File: config.mk
export PLATFORM = sky130hd
export DESIGN_NAME = efb_wb_arbiter
export DESIGN_NICKNAME = d
export VERILOG_FILES = /design/src/rtl/efb_pkg.sv /design/src/rtl/rr_pick2.sv /design/src/rtl/efb_wb_arbiter.sv
export SDC_FILE = /design/constraint.sdc
export NUM_CORES = 1
export LEC_CHECK = 0
export BUFFER_PORTS_ARGS = -buffer_cell sky130_fd_sc_hd__buf_2
export CORE_MARGIN = 10
export CORE_UTILIZATION = 42
export DETAILED_ROUTE_END_ITERATION = 7
export PLACE_DENSITY = 0.91
export SLEW_MARGIN = 20
export SYNTH_ARGS = -nofsm -noshare
export SYNTH_HDL_FRONTEND = slang
export SYNTH_HIERARCHICAL = 1
export SYNTH_SLANG_ARGS = --single-unit
File: constraint.sdc
create_clock -name clk -period 3.8 [get_ports clk]
set_input_delay 0 -clock clk [delete_from_list [all_inputs] [get_ports clk]]
set_output_delay 0 -clock clk [all_outputs]
set_load 0.1 [all_outputs]
File: src/rtl/efb_pkg.sv
// Shared EFB constants and types.
//   - efb_state_e : arbiter FSM state encoding
//   - cnt_width() : width of the strobe-wait counter for a given TIMEOUT
//   - default parameter values and the EFB data width
package efb_pkg;

  localparam int unsigned TimeoutDefault = 255;
  localparam int unsigned AdrWDefault    = 8;
  localparam int unsigned DatW           = 8;

  typedef enum logic [1:0] {
    StIdle    = 2'd0,
    StBusy    = 2'd1,
    StAbort   = 2'd2,
    StWaitRel = 2'd3
  } efb_state_e;

  // Counter only has to reach TIMEOUT-1.
  function automatic int unsigned cnt_width(int unsigned timeout);
    return (timeout < 2) ? 1 : $clog2(timeout);
  endfunction

endpackage

File: src/rtl/rr_pick2.sv
// Two-way round-robin pick.
//   req  : request vector, bit 0 = m0, bit 1 = m1
//   last : requester granted most recently (0 = m0, 1 = m1)
//   pick : one-hot winner, 00 when nobody requests
module rr_pick2 (
  input  logic [1:0] req,
  input  logic       last,
  output logic [1:0] pick
);

  always_comb begin
    pick = req;
    // On contention the requester not served last wins.
    if (req == 2'b11) begin
      pick = last ? 2'b01 : 2'b10;
    end
  end

endmodule

File: src/rtl/efb_wb_arbiter.sv
// Two-requester Wishbone arbiter in front of the EFB slave port.
//   clk, rst_n              : clock, asynchronous active-low reset
//   m0_* / m1_*             : requester Wishbone ports (cyc/stb/we/adr/dat in, dat/ack/err out)
//   s_*                     : Wishbone master port toward the EFB
//   gnt_o                   : one-hot current grant (00 = none)
//   timeout_o               : one-cycle pulse when a granted strobe is aborted
// The granted requester is passed through combinationally while BUSY. A strobe left
// unacknowledged for TIMEOUT cycles is aborted with err_o; the grant is then held until
// the requester drops cyc.
module efb_wb_arbiter
  import efb_pkg::*;
#(
  parameter int unsigned TIMEOUT = TimeoutDefault,
  parameter int unsigned ADR_W   = AdrWDefault
) (
  input  logic             clk,
  input  logic             rst_n,

  input  logic             m0_cyc_i,
  input  logic             m0_stb_i,
  input  logic             m0_we_i,
  input  logic [ADR_W-1:0] m0_adr_i,
  input  logic [DatW-1:0]  m0_dat_i,
  output logic [DatW-1:0]  m0_dat_o,
  output logic             m0_ack_o,
  output logic             m0_err_o,

  input  logic             m1_cyc_i,
  input  logic             m1_stb_i,
  input  logic             m1_we_i,
  input  logic [ADR_W-1:0] m1_adr_i,
  input  logic [DatW-1:0]  m1_dat_i,
  output logic [DatW-1:0]  m1_dat_o,
  output logic             m1_ack_o,
  output logic             m1_err_o,

  output logic             s_cyc_o,
  output logic             s_stb_o,
  output logic             s_we_o,
  output logic [ADR_W-1:0] s_adr_o,
  output logic [DatW-1:0]  s_dat_o,
  input  logic [DatW-1:0]  s_dat_i,
  input  logic             s_ack_i,

  output logic [1:0]       gnt_o,
  output logic             timeout_o
);

  localparam int unsigned   CntW   = cnt_width(TIMEOUT);
  localparam logic [CntW-1:0] CntMax = CntW'(TIMEOUT - 1);

  efb_state_e      state_q;
  logic [1:0]      gnt_q;
  logic            last_q;
  logic [CntW-1:0] cnt_q;
  logic [1:0]      pick;

  rr_pick2 u_rr_pick2 (
    .req  ({m1_cyc_i, m0_cyc_i}),
    .last (last_q),
    .pick (pick)
  );

  // Signals of whichever requester holds the grant.
  logic             g_cyc;
  logic             g_stb;
  logic             g_we;
  logic [ADR_W-1:0] g_adr;
  logic [DatW-1:0]  g_dat;

  always_comb begin
    g_cyc = m0_cyc_i;
    g_stb = m0_stb_i;
    g_we  = m0_we_i;
    g_adr = m0_adr_i;
    g_dat = m0_dat_i;
    if (gnt_q[1]) begin
      g_cyc = m1_cyc_i;
      g_stb = m1_stb_i;
      g_we  = m1_we_i;
      g_adr = m1_adr_i;
      g_dat = m1_dat_i;
    end
  end

  logic busy;
  logic abort;
  assign busy  = (state_q == StBusy);
  assign abort = (state_q == StAbort);

  assign s_cyc_o = busy & g_cyc;
  assign s_stb_o = busy & g_stb;
  assign s_we_o  = busy & g_we;
  assign s_adr_o = busy ? g_adr : '0;
  assign s_dat_o = busy ? g_dat : '0;

  // Slave ack/data only reach the granted requester, and only while BUSY.
  assign m0_ack_o = busy & gnt_q[0] & s_ack_i;
  assign m1_ack_o = busy & gnt_q[1] & s_ack_i;
  assign m0_dat_o = (busy & gnt_q[0]) ? s_dat_i : '0;
  assign m1_dat_o = (busy & gnt_q[1]) ? s_dat_i : '0;
  assign m0_err_o = abort & gnt_q[0];
  assign m1_err_o = abort & gnt_q[1];

  assign gnt_o     = gnt_q;
  assign timeout_o = abort;

  always_ff @(posedge clk or negedge rst_n) begin
    if (!rst_n) begin
      state_q <= StIdle;
      gnt_q   <= 2'b00;
      last_q  <= 1'b1;  // pretend m1 went last so m0 wins first
      cnt_q   <= '0;
    end else begin
      unique case (state_q)
        StIdle: begin
          cnt_q <= '0;
          if (pick != 2'b00) begin
            gnt_q   <= pick;
            last_q  <= pick[1];
            state_q <= StBusy;
          end
        end
        StBusy: begin
          if (!g_cyc) begin
            gnt_q   <= 2'b00;
            cnt_q   <= '0;
            state_q <= StIdle;
          end else if (s_stb_o && !s_ack_i) begin
            // An ack in the cycle the counter sits at TIMEOUT-1 still succeeds.
            if (cnt_q == CntMax) begin
              cnt_q   <= '0;
              state_q <= StAbort;
            end else begin
              cnt_q <= cnt_q + CntW'(1);
            end
          end else begin
            cnt_q <= '0;
          end
        end
        StAbort: begin
          state_q <= StWaitRel;
        end
        StWaitRel: begin
          if (!g_cyc) begin
            gnt_q   <= 2'b00;
            state_q <= StIdle;
          end
        end
        default: begin
          gnt_q   <= 2'b00;
          cnt_q   <= '0;
          state_q <= StIdle;
        end
      endcase
    end
  end

endmodule
==> flow_summary.yaml, run 1 <==
drt:
  post_drt_via_cell_ratio: 5.142
  wl_per_cell_um: 15.88
  firstDrtPassIters: 4
  final_antenna_net_count: 0
  drcViolationCount: 0
  drtIter0Drc: 34
  vias: 1306
  routed_wl_um: 4033
run_status:
  status: "finished clean"
synth:
  yosys_warnings: 6
  synth_xor_area_share_pct: 3.846
  synth-seq-cells: 13
  synthTopCellsByArea: "dfrtp_1 (26%), mux2i_1 (16%), and3_1 (9.9%), nor2_1 (9.2%), mux2i_2 (2.4%)"
  syn_nets: 189
  synth_adder_area_share_pct: 2.198
  synth.distinct_cells: 38
  yosysTopAreaCell: "dfrtp_1"
  synth_cells: 138
  synth_compound_area_share_pct: 8.242
  synth_top_family_by_area: "simple AND/OR/NAND/NOR gates"
  synth_edf_count: 0
  ys_seq_area_share_pct: 28.68
  yosysTopAreaCellShare_pct: 26.37
  synthMuxAreaShare_pct: 18.24
  syn_area_um2: 1139
  synthSimpleGateAreaFrac_pct: 33.41
  async_flop_share_pct: 100.0
  avgSynthCellArea_um2: 8.251
  synth_ff_type: "dfrtp_1"
timing:
  setup_violations: 0
  tns_ns: 0
  relSlewSlack_pct: 47.50
  rsz0062_at_grt: "false"
  slew_violations: 0
  finalCritPeriodShare_pct: 56.05
  worst_hold_slack_ns: 0.05372
  fmax_mhz: 469.5
  final_hold_viol_count: 0
  tightest_slew_ns: 0.7876
  clock_skew_ns: 0.006523
  period_needed_ns: 2.130
global_route:
  grt_max_degree: 22
  gr-usage-all-layers_pct: 14.64
  antenna_found_initial: 0
  grt_overflow: 0
  grt_pass1_wl_um: 6223
  first_global_vias: 1365
clocking:
  insertion_delay_ns: 0.27
  postCtsSetupRepairBufs: 0
  htreeDepth: 1
  cts.path.max_buffers: 2
  numCtsBuffers: 3
  clock_tree.root_cell: "clkbuf_4"
  cts_tree: "done"
  clk_pin_slew_ns: 0.07
  cts_sinks: 13
floorplanning:
  rows: 18
  initial_core_util_pct: 45.14
  die_h_um: 72.07
  io-pin-count: 91
  die_x_um: 72.07
  core_um2: 2522
  die-area_um2: 5193
hold_path:
  hold_start: "m1_cyc_i"
  worstHoldPathType: "in -> reg"
final_layout:
  diodes: 0
  nFillCells: 218
  final_area_um2: 1624
  area_growth_pct: 42.64
  final_nets: 276
  multi_input_area_um2: 750.7
  final-seq-area_um2: 326.6
  drive_above_1_share_pct: 45.09
worst_setup_path:
  cp-start-kind: "flip-flop"
  critPathArrivalTime_ns: 2.13
  crit_path_end_kind: "output port"
  critical_path_required_ns: 3.80
  worstSetupPathType: "reg -> out"
  critPathLaunch: "gnt_o[1]$_DFFE_PN0P_"
  crit_fanout: 21
placed_design:
  numPortBuffers: 90
  gp_congestion: 0.8005
  place_area_um2: 1588
  hpwl_um: 3478
run:
  drv_cap: 0
==> final timing paths <==
path	cells after the start	to	slack, ns
max	4	s_adr_o[2]	1.67
min	3	gnt_o[1]$_DFFE_PN0P_	0.05
max reg2reg	4	cnt_q[2]$_DFFE_PN0P_	1.88
min reg2reg	1	cnt_q[2]$_DFFE_PN0P_	0.53
max in group asynchronous	2	last_q$_DFFE_PN1P_	3.39
min in group asynchronous	2	cnt_q[3]$_DFFE_PN0P_	0.13
==> per-layer routing <==
metal / global-route usage [%] / share of wire [%] / wire length, um / vias up
met4: 4.516 / 1.6 / 65 / 0
met5: 0 / 0 / 0 / -
met3: 9.116 / 13 / 505 / 8
li1: - / - / - / 649
met2: 27.21 / 50 / 2013 / 59
met1: 12.53 / 36 / 1448 / 590
==> sequential cells by signal (all words and copies together), names as in the netlist, named ones only <==
signal   count
state_q      1
cnt_q        8
last_q       1
gnt_o        2
==> cells in the final DEF, fill, tap and decap left out, types with 2 or more instances in the layout <==
cell type / n
and2_1: 2
nand2_1: 7
xnor2_1: 2
nor2b_1: 2
nand4_1: 2
buf_2: 90
o21ai_1: 2
ha_1: 2
inv_1: 4
mux2i_1: 18
nand2b_1: 2
dfrtp_1: 12
nor2_1: 28
and3_1: 18
mux2i_2: 2
xor2_1: 3
nand3_1: 2
clkbuf_4: 3
o21ai_0: 3
==> cells in the mapped netlist, types with 2 or more instances <==
library cell  number
and2_1             2
and3_1            18
buf_2              4
clkbuf_1           4
dfrtp_1           12
ha_1               2
inv_1              4
mux2i_1           18
mux2i_2            2
nand2_1            7
nand2b_1           2
nand3_1            2
nand4_1            2
nor2_1            28
nor2b_1            2
o21ai_0            3
o21ai_1            2
xnor2_1            2
xor2_1             3
==> worst max-delay path, cell delays in order, from the launching register on <==
cell     delay (ns)
dfrtp_1        0.86
buf_4          0.34
mux2i_1        0.10
nor2_1         0.10
buf_2          0.46
==> cell families after synthesis <==
logic type / after synthesis
buf+inv: 14
fa+ha+maj: 2
simple gates: 70
flops: 13
xor+xnor: 5
compound gates: 14
mux: 20
==> what timing repair did <==
item                                    CTS  global route
gates resized for setup                   0             0
endpoints found under the hold margin    13             0
endpoints found under the setup margin    0             0
hold buffers                              1             0
==> final cells by class <==
type / instances / share of cell area [%]
clock buffers: 4 / 1.618
repair buffers: 92 / 28.81
well taps: 30 / 2.311
inverters: 4 / 0.9245
flip-flops and latches: 13 / 20.11
multi-input cells: 111 / 46.22
==> through the flow <==
stage,utilization (%),setup WS [ns],instances
final,64.38,1.670,254
after global routing,64.38,1.504,254
after CTS,64.38,1.647,254
after detailed placement,62.95,1.907,249
after global placement,62.95,1.964,249
after floorplan,-,0.8397,138
Power of run 1 is left out: the tool's default activity adds up to more than one toggle a clock period on the data nets, which glitch-free logic cannot reach.
==> inputs of run 2 (changes only) <==
--- a/config.mk
+++ b/config.mk
@@ -7,9 +7,9 @@
 export LEC_CHECK = 0
 export BUFFER_PORTS_ARGS = -buffer_cell sky130_fd_sc_hd__buf_2
 export CORE_MARGIN = 10
-export CORE_UTILIZATION = 42
+export CORE_UTILIZATION = 39
 export DETAILED_ROUTE_END_ITERATION = 7
-export PLACE_DENSITY = 0.91
+export PLACE_DENSITY = 0.86
 export SLEW_MARGIN = 20
 export SYNTH_ARGS = -nofsm -noshare
 export SYNTH_HDL_FRONTEND = slang
==> constraint.sdc (replaced) <==
create_clock -name clk -period 2 [get_ports clk]
set_input_delay 0 -clock clk [delete_from_list [all_inputs] [get_ports clk]]
set_output_delay 0 -clock clk [all_outputs]
set_load 0.1 [all_outputs]
==> run 2 against run 1 <==
Effect of this change:
- setup slack lost 1.5 ns
- worst hold slack got worse by 0.0091 ns
- register-to-register slack lost 1.4 ns
- critical endpoint is now m1_dat_o[3]
- highest routed layer unchanged
==> flow_summary.yaml, run 2 (synthesis results as in run 1) <==
floorplanning:
  die-area_um2: 5480
  die_x_um: 74.03
  initial_core_util_pct: 40.94
  rows: 19
  core_um2: 2781
  io-pin-count: 91
  die_h_um: 74.03
final_layout:
  top_register: "cnt_q"
  drive_above_1_share_pct: 60.53
  final_cell_mix: "buf_2 (90), nor2_4 (18), mux2i_1 (18), dfrtp_1 (11)"
  final_nets: 280
  area_growth_pct: 60.77
  fin_cells: 259
  nFillCells: 214
  diodes: 0
  largest_register_ffs: 8
  final_common_cell: "buf_2"
  fin_util_pct: 65.81
timing:
  setup_violations: 0
  fmax_mhz: 546.0
  finalCritPeriodShare_pct: 91.58
  clock_skew_ns: 0.002181
  tightest_slew_ns: 0.5078
  rsz0062_at_grt: "false"
  period_needed_ns: 1.832
  tns_ns: 0
  slew_violations: 0
  final_hold_viol_count: 0
  relSlewSlack_pct: 66.38
worst_setup_path:
  cp_num_cells: 3
  cp_cell_sequence: "and2b_2 -> and3_2 -> buf_2"
  path_buf_inv: 1
  critPathArrivalTime_ns: 1.83
  worstSetupPathType: "reg -> out"
  critPathTopFamily: "flip-flops"
  critical_path_required_ns: 2.00
  cp-start-kind: "flip-flop"
  crit_fanout: 18
  max_stage_delay_ns: 0.57
  crit_path_end_kind: "output port"
  r2r_cells: 4
  crit_slowest_cell: "dfrtp_1"
placed_design:
  hpwl_um: 3609
  gp_congestion: 0.7897
  numPortBuffers: 90
  place_inst: 254
drt:
  drcViolationCount: 0
  firstDrtPassIters: 4
  final_antenna_net_count: 0
  drtIter0Drc: 25
  routed_wl_um: 4144
  vias: 1315
  post_drt_via_cell_ratio: 5.077
  wl_per_cell_um: 16.00
global_route:
  grt.met2_usage_pct: 26.23
  grt_busiest_layer: "met2"
  grt_max_degree: 20
  grt_use_met3_pct: 12.23
  gr-usage-all-layers_pct: 15.22
  grt.met1_usage_pct: 14.07
  antenna_found_initial: 0
  grt_overflow: 0
  grt_pass1_wl_um: 6858
  first_global_vias: 1467
clocking:
  cts.path.max_buffers: 2
  cts_sinks: 13
  clock_tree.root_cell: "clkbuf_4"
  htreeDepth: 1
  postCtsSetupRepairBufs: 0
  numCtsBuffers: 3
  cts_tree: "done"
  insertion_delay_ns: 0.28
  clk_pin_slew_ns: 0.08
hold_path:
  hold_path_depth: 3
  worstHoldPathType: "in -> reg"
run_status:
  status: "finished clean"
run:
  drv_cap: 0
==> run 2: routing by layer <==
layer	share of wire, %	vias to the layer above	wire [um]
li1	-	659	-
met1	34	585	1429
met2	48	67	2005
met3	16	4	668
met4	0.97	0	40
met5	0	-	0
==> run 2: worst paths after layout <==
check                                        to  slack, ns                    from
max in group asynchronous    last_q$_DFFE_PN1P_       1.59                   rst_n
max reg2reg                cnt_q[7]$_DFFE_PN0P_       0.46    gnt_o[1]$_DFFE_PN0P_
min in group asynchronous  cnt_q[3]$_DFFE_PN0P_       0.13                   rst_n
max                                 m1_dat_o[3]       0.17  state_q[0]$_DFFE_PN0P_
min reg2reg                cnt_q[2]$_DFFE_PN0P_       0.54    cnt_q[2]$_DFFE_PN0P_
min                        gnt_o[1]$_DFFE_PN0P_       0.04                m1_cyc_i
==> run 2: cell type report <==
type	instances	area (um^2)	area share (%)
timing repair buffer	96	510.5	27.89
multi-input combinational	111	912.1	49.83
tap	31	38.79	2.119
clock buffer	4	26.28	1.435
inverter	4	15.01	0.8202
sequential	13	327.8	17.91
==> run 2: worst register-to-register path, cell delays in order (launching register included) <==
cell	delay (ns)
dfrtp_2	0.60
mux2i_2	0.44
nor4_4	0.08
a21oi_2	0.24
nor2_1	0.08
==> run 2: timing repair <==
item | CTS | global route
endpoints found under the setup margin | 0 | 18
resized for setup | 0 | 1
hold buffers | 1 | 0
hold endpoints to repair | 13 | 0
==> run 2: stage by stage <==
step	setup slack, ns	cell area, um^2	hold WS (ns)
after floorplan	-0.05881	1305	-0.2956
after global placement	0.4272	1793	-0.09984
after detailed placement	0.3991	1793	-0.09435
after CTS	0.07595	1829	0.03456
after global routing	0.07173	1831	0.07336
final	0.1683	1831	0.04465
Power of run 2 is left out for the same reason.
==> inputs of run 3 (changes only) <==
--- a/config.mk
+++ b/config.mk
@@ -6,6 +6,7 @@
 export NUM_CORES = 1
 export LEC_CHECK = 0
 export BUFFER_PORTS_ARGS = -buffer_cell sky130_fd_sc_hd__buf_2
+export CORE_ASPECT_RATIO = 0.9
 export CORE_MARGIN = 10
 export CORE_UTILIZATION = 39
 export DETAILED_ROUTE_END_ITERATION = 7
==> run 3 against run 2 <==
Effect of this change:
- via count is 0.23% lower
- sequential cell count stayed put
- worst hold slack worse by 0.024 ns
- first-iteration DRC count is 8.0% higher
- global-route usage is 0.65 points lower
- sequential share of layout area is 0.11 points lower
- die area hardly changed
- maximum frequency is 0.79% lower
- critical path depth stayed put
==> flow_summary.yaml, run 3 (synthesis results as in run 1) <==
run_status:
  status: "finished clean"
floorplanning:
  core_um2: 2770
  io-pin-count: 91
  die_h_um: 71.26
  initial_core_util_pct: 41.10
  die-area_um2: 5484
  rows: 18
  die_x_um: 76.96
timing:
  clock_skew_ns: 0.004471
  setup_violations: 0
  rsz0062_at_grt: "false"
  final_hold_viol_count: 0
  finalCritPeriodShare_pct: 92.31
  slew_violations: 0
  period_needed_ns: 1.846
  relSlewSlack_pct: 66.65
  tightest_slew_ns: 0.5037
  fmax_mhz: 541.7
clocking:
  postCtsSetupRepairBufs: 0
  numCtsBuffers: 3
  cts_sinks: 13
  insertion_delay_ns: 0.28
  htreeDepth: 1
  cts.path.max_buffers: 2
  cts_tree: "done"
  clock_tree.root_cell: "clkbuf_4"
  clk_pin_slew_ns: 0.08
worst_setup_path:
  regToRegStartpoint: "cnt_q[0]$_DFFE_PN0P_"
  crit_slowest_cell: "dfrtp_1"
  crit_path_end_kind: "output port"
  critPathArrivalTime_ns: 1.85
  critPathLaunch: "state_q[0]$_DFFE_PN0P_"
  cp-start-kind: "flip-flop"
  crit_fanout: 18
  cp_cell_sequence: "and2b_2 -> and3_2 -> buf_2"
  max_stage_delay_ns: 0.58
  critical_path_required_ns: 2.00
  worstSetupPathType: "reg -> out"
global_route:
  first_global_vias: 1337
  gr-usage-all-layers_pct: 14.57
  grt_overflow: 0
  grt_max_degree: 20
  grt_pass1_wl_um: 6672
  antenna_found_initial: 0
final_layout:
  final_nets: 280
  area_growth_pct: 61.76
  largest_register_ffs: 8
  drive_above_1_share_pct: 60.53
  final_area_um2: 1842
  top_register: "cnt_q"
  final_cell_mix: "buf_2 (90), nor2_4 (18), mux2i_1 (18), dfrtp_1 (11)"
  final_common_cell: "buf_2"
  diodes: 0
drt:
  vias: 1312
  wl_per_cell_um: 15.39
  routed_wl_um: 4124
  firstDrtPassIters: 4
  post_drt_via_cell_ratio: 4.896
  drcViolationCount: 0
  drtIter0Drc: 27
  final_antenna_net_count: 0
hold_path:
  hold_start: "m1_cyc_i"
  worstHoldPathType: "in -> reg"
placed_design:
  place_area_um2: 1804
  gp_congestion: 0.8043
  hpwl_um: 3547
  numPortBuffers: 90
run:
  drv_cap: 0
==> run 3: cell counts in the layout (fill, tap and decap cells not counted) <==
Identical to the previous run, type by type.
==> run 3: layout make-up <==
| class | count | area, um^2 |
|---|---|---|
| fill | 232 | 928.4 |
| multi-input combinational | 111 | 912.1 |
| timing repair buffer | 96 | 510.5 |
| sequential | 13 | 327.8 |
| tap | 40 | 50.05 |
| clock buffer | 4 | 26.28 |
| inverter | 4 | 15.01 |
==> run 3: per-stage QoR <==
step                      util (%)  setup TNS [ns]  hold slack (ns)  worst slack (ns)  cells
after floorplan                  -        -0.05881          -0.2956          -0.05881    138
after global placement       65.13               0         -0.09938            0.4270    263
after global routing         66.49               0          0.03640           0.05735    268
after detailed placement     65.13               0         -0.09984            0.3706    263
after CTS                    66.44               0          0.01184           0.04672    268
final                        66.49               0          0.02085            0.1538    268
==> run 3: worst paths after layout <==
| kind | slack (ns) | end | cells after the start |
|---|---|---|---|
| min in group asynchronous | 0.13 | cnt_q[2]$_DFFE_PN0P_ | 2 |
| worst max register to register | 0.53 | flip-flop | 6 |
| worst min-delay path | 0.02 | gnt_o[1]$_DFFE_PN0P_ | 3 |
| worst max-delay path | 0.15 | m1_dat_o[3] | 3 |
| worst min register to register | 0.53 | cnt_q[2]$_DFFE_PN0P_ | 1 |
| max in group asynchronous | 1.58 | last_q$_DFFE_PN1P_ | 2 |
==> run 3: timing repair <==
action / in CTS / in global routing
resized for setup: 0 / 1
hold endpoints to repair: 13 / 0
hold buffers: 1 / 0
endpoints found under the setup margin: 0 / 18
==> run 3: layer usage <==
layer  part of all wire, %  GRT usage [%]
met1                    38          15.16
met2                    47          24.51
met3                    13          8.354
met4                   1.6          4.536
met5                     0              0
==> run 3: worst max-delay path: cells and delay by family, from the launching register on <==
| family | cells | cell delay, ns |
|---|---|---|
| flip-flops | 1 | 0.58 |
| AND/OR/NAND/NOR | 2 | 0.57 |
| buffers and inverters | 1 | 0.42 |
Power of run 3 is left out for the same reason.
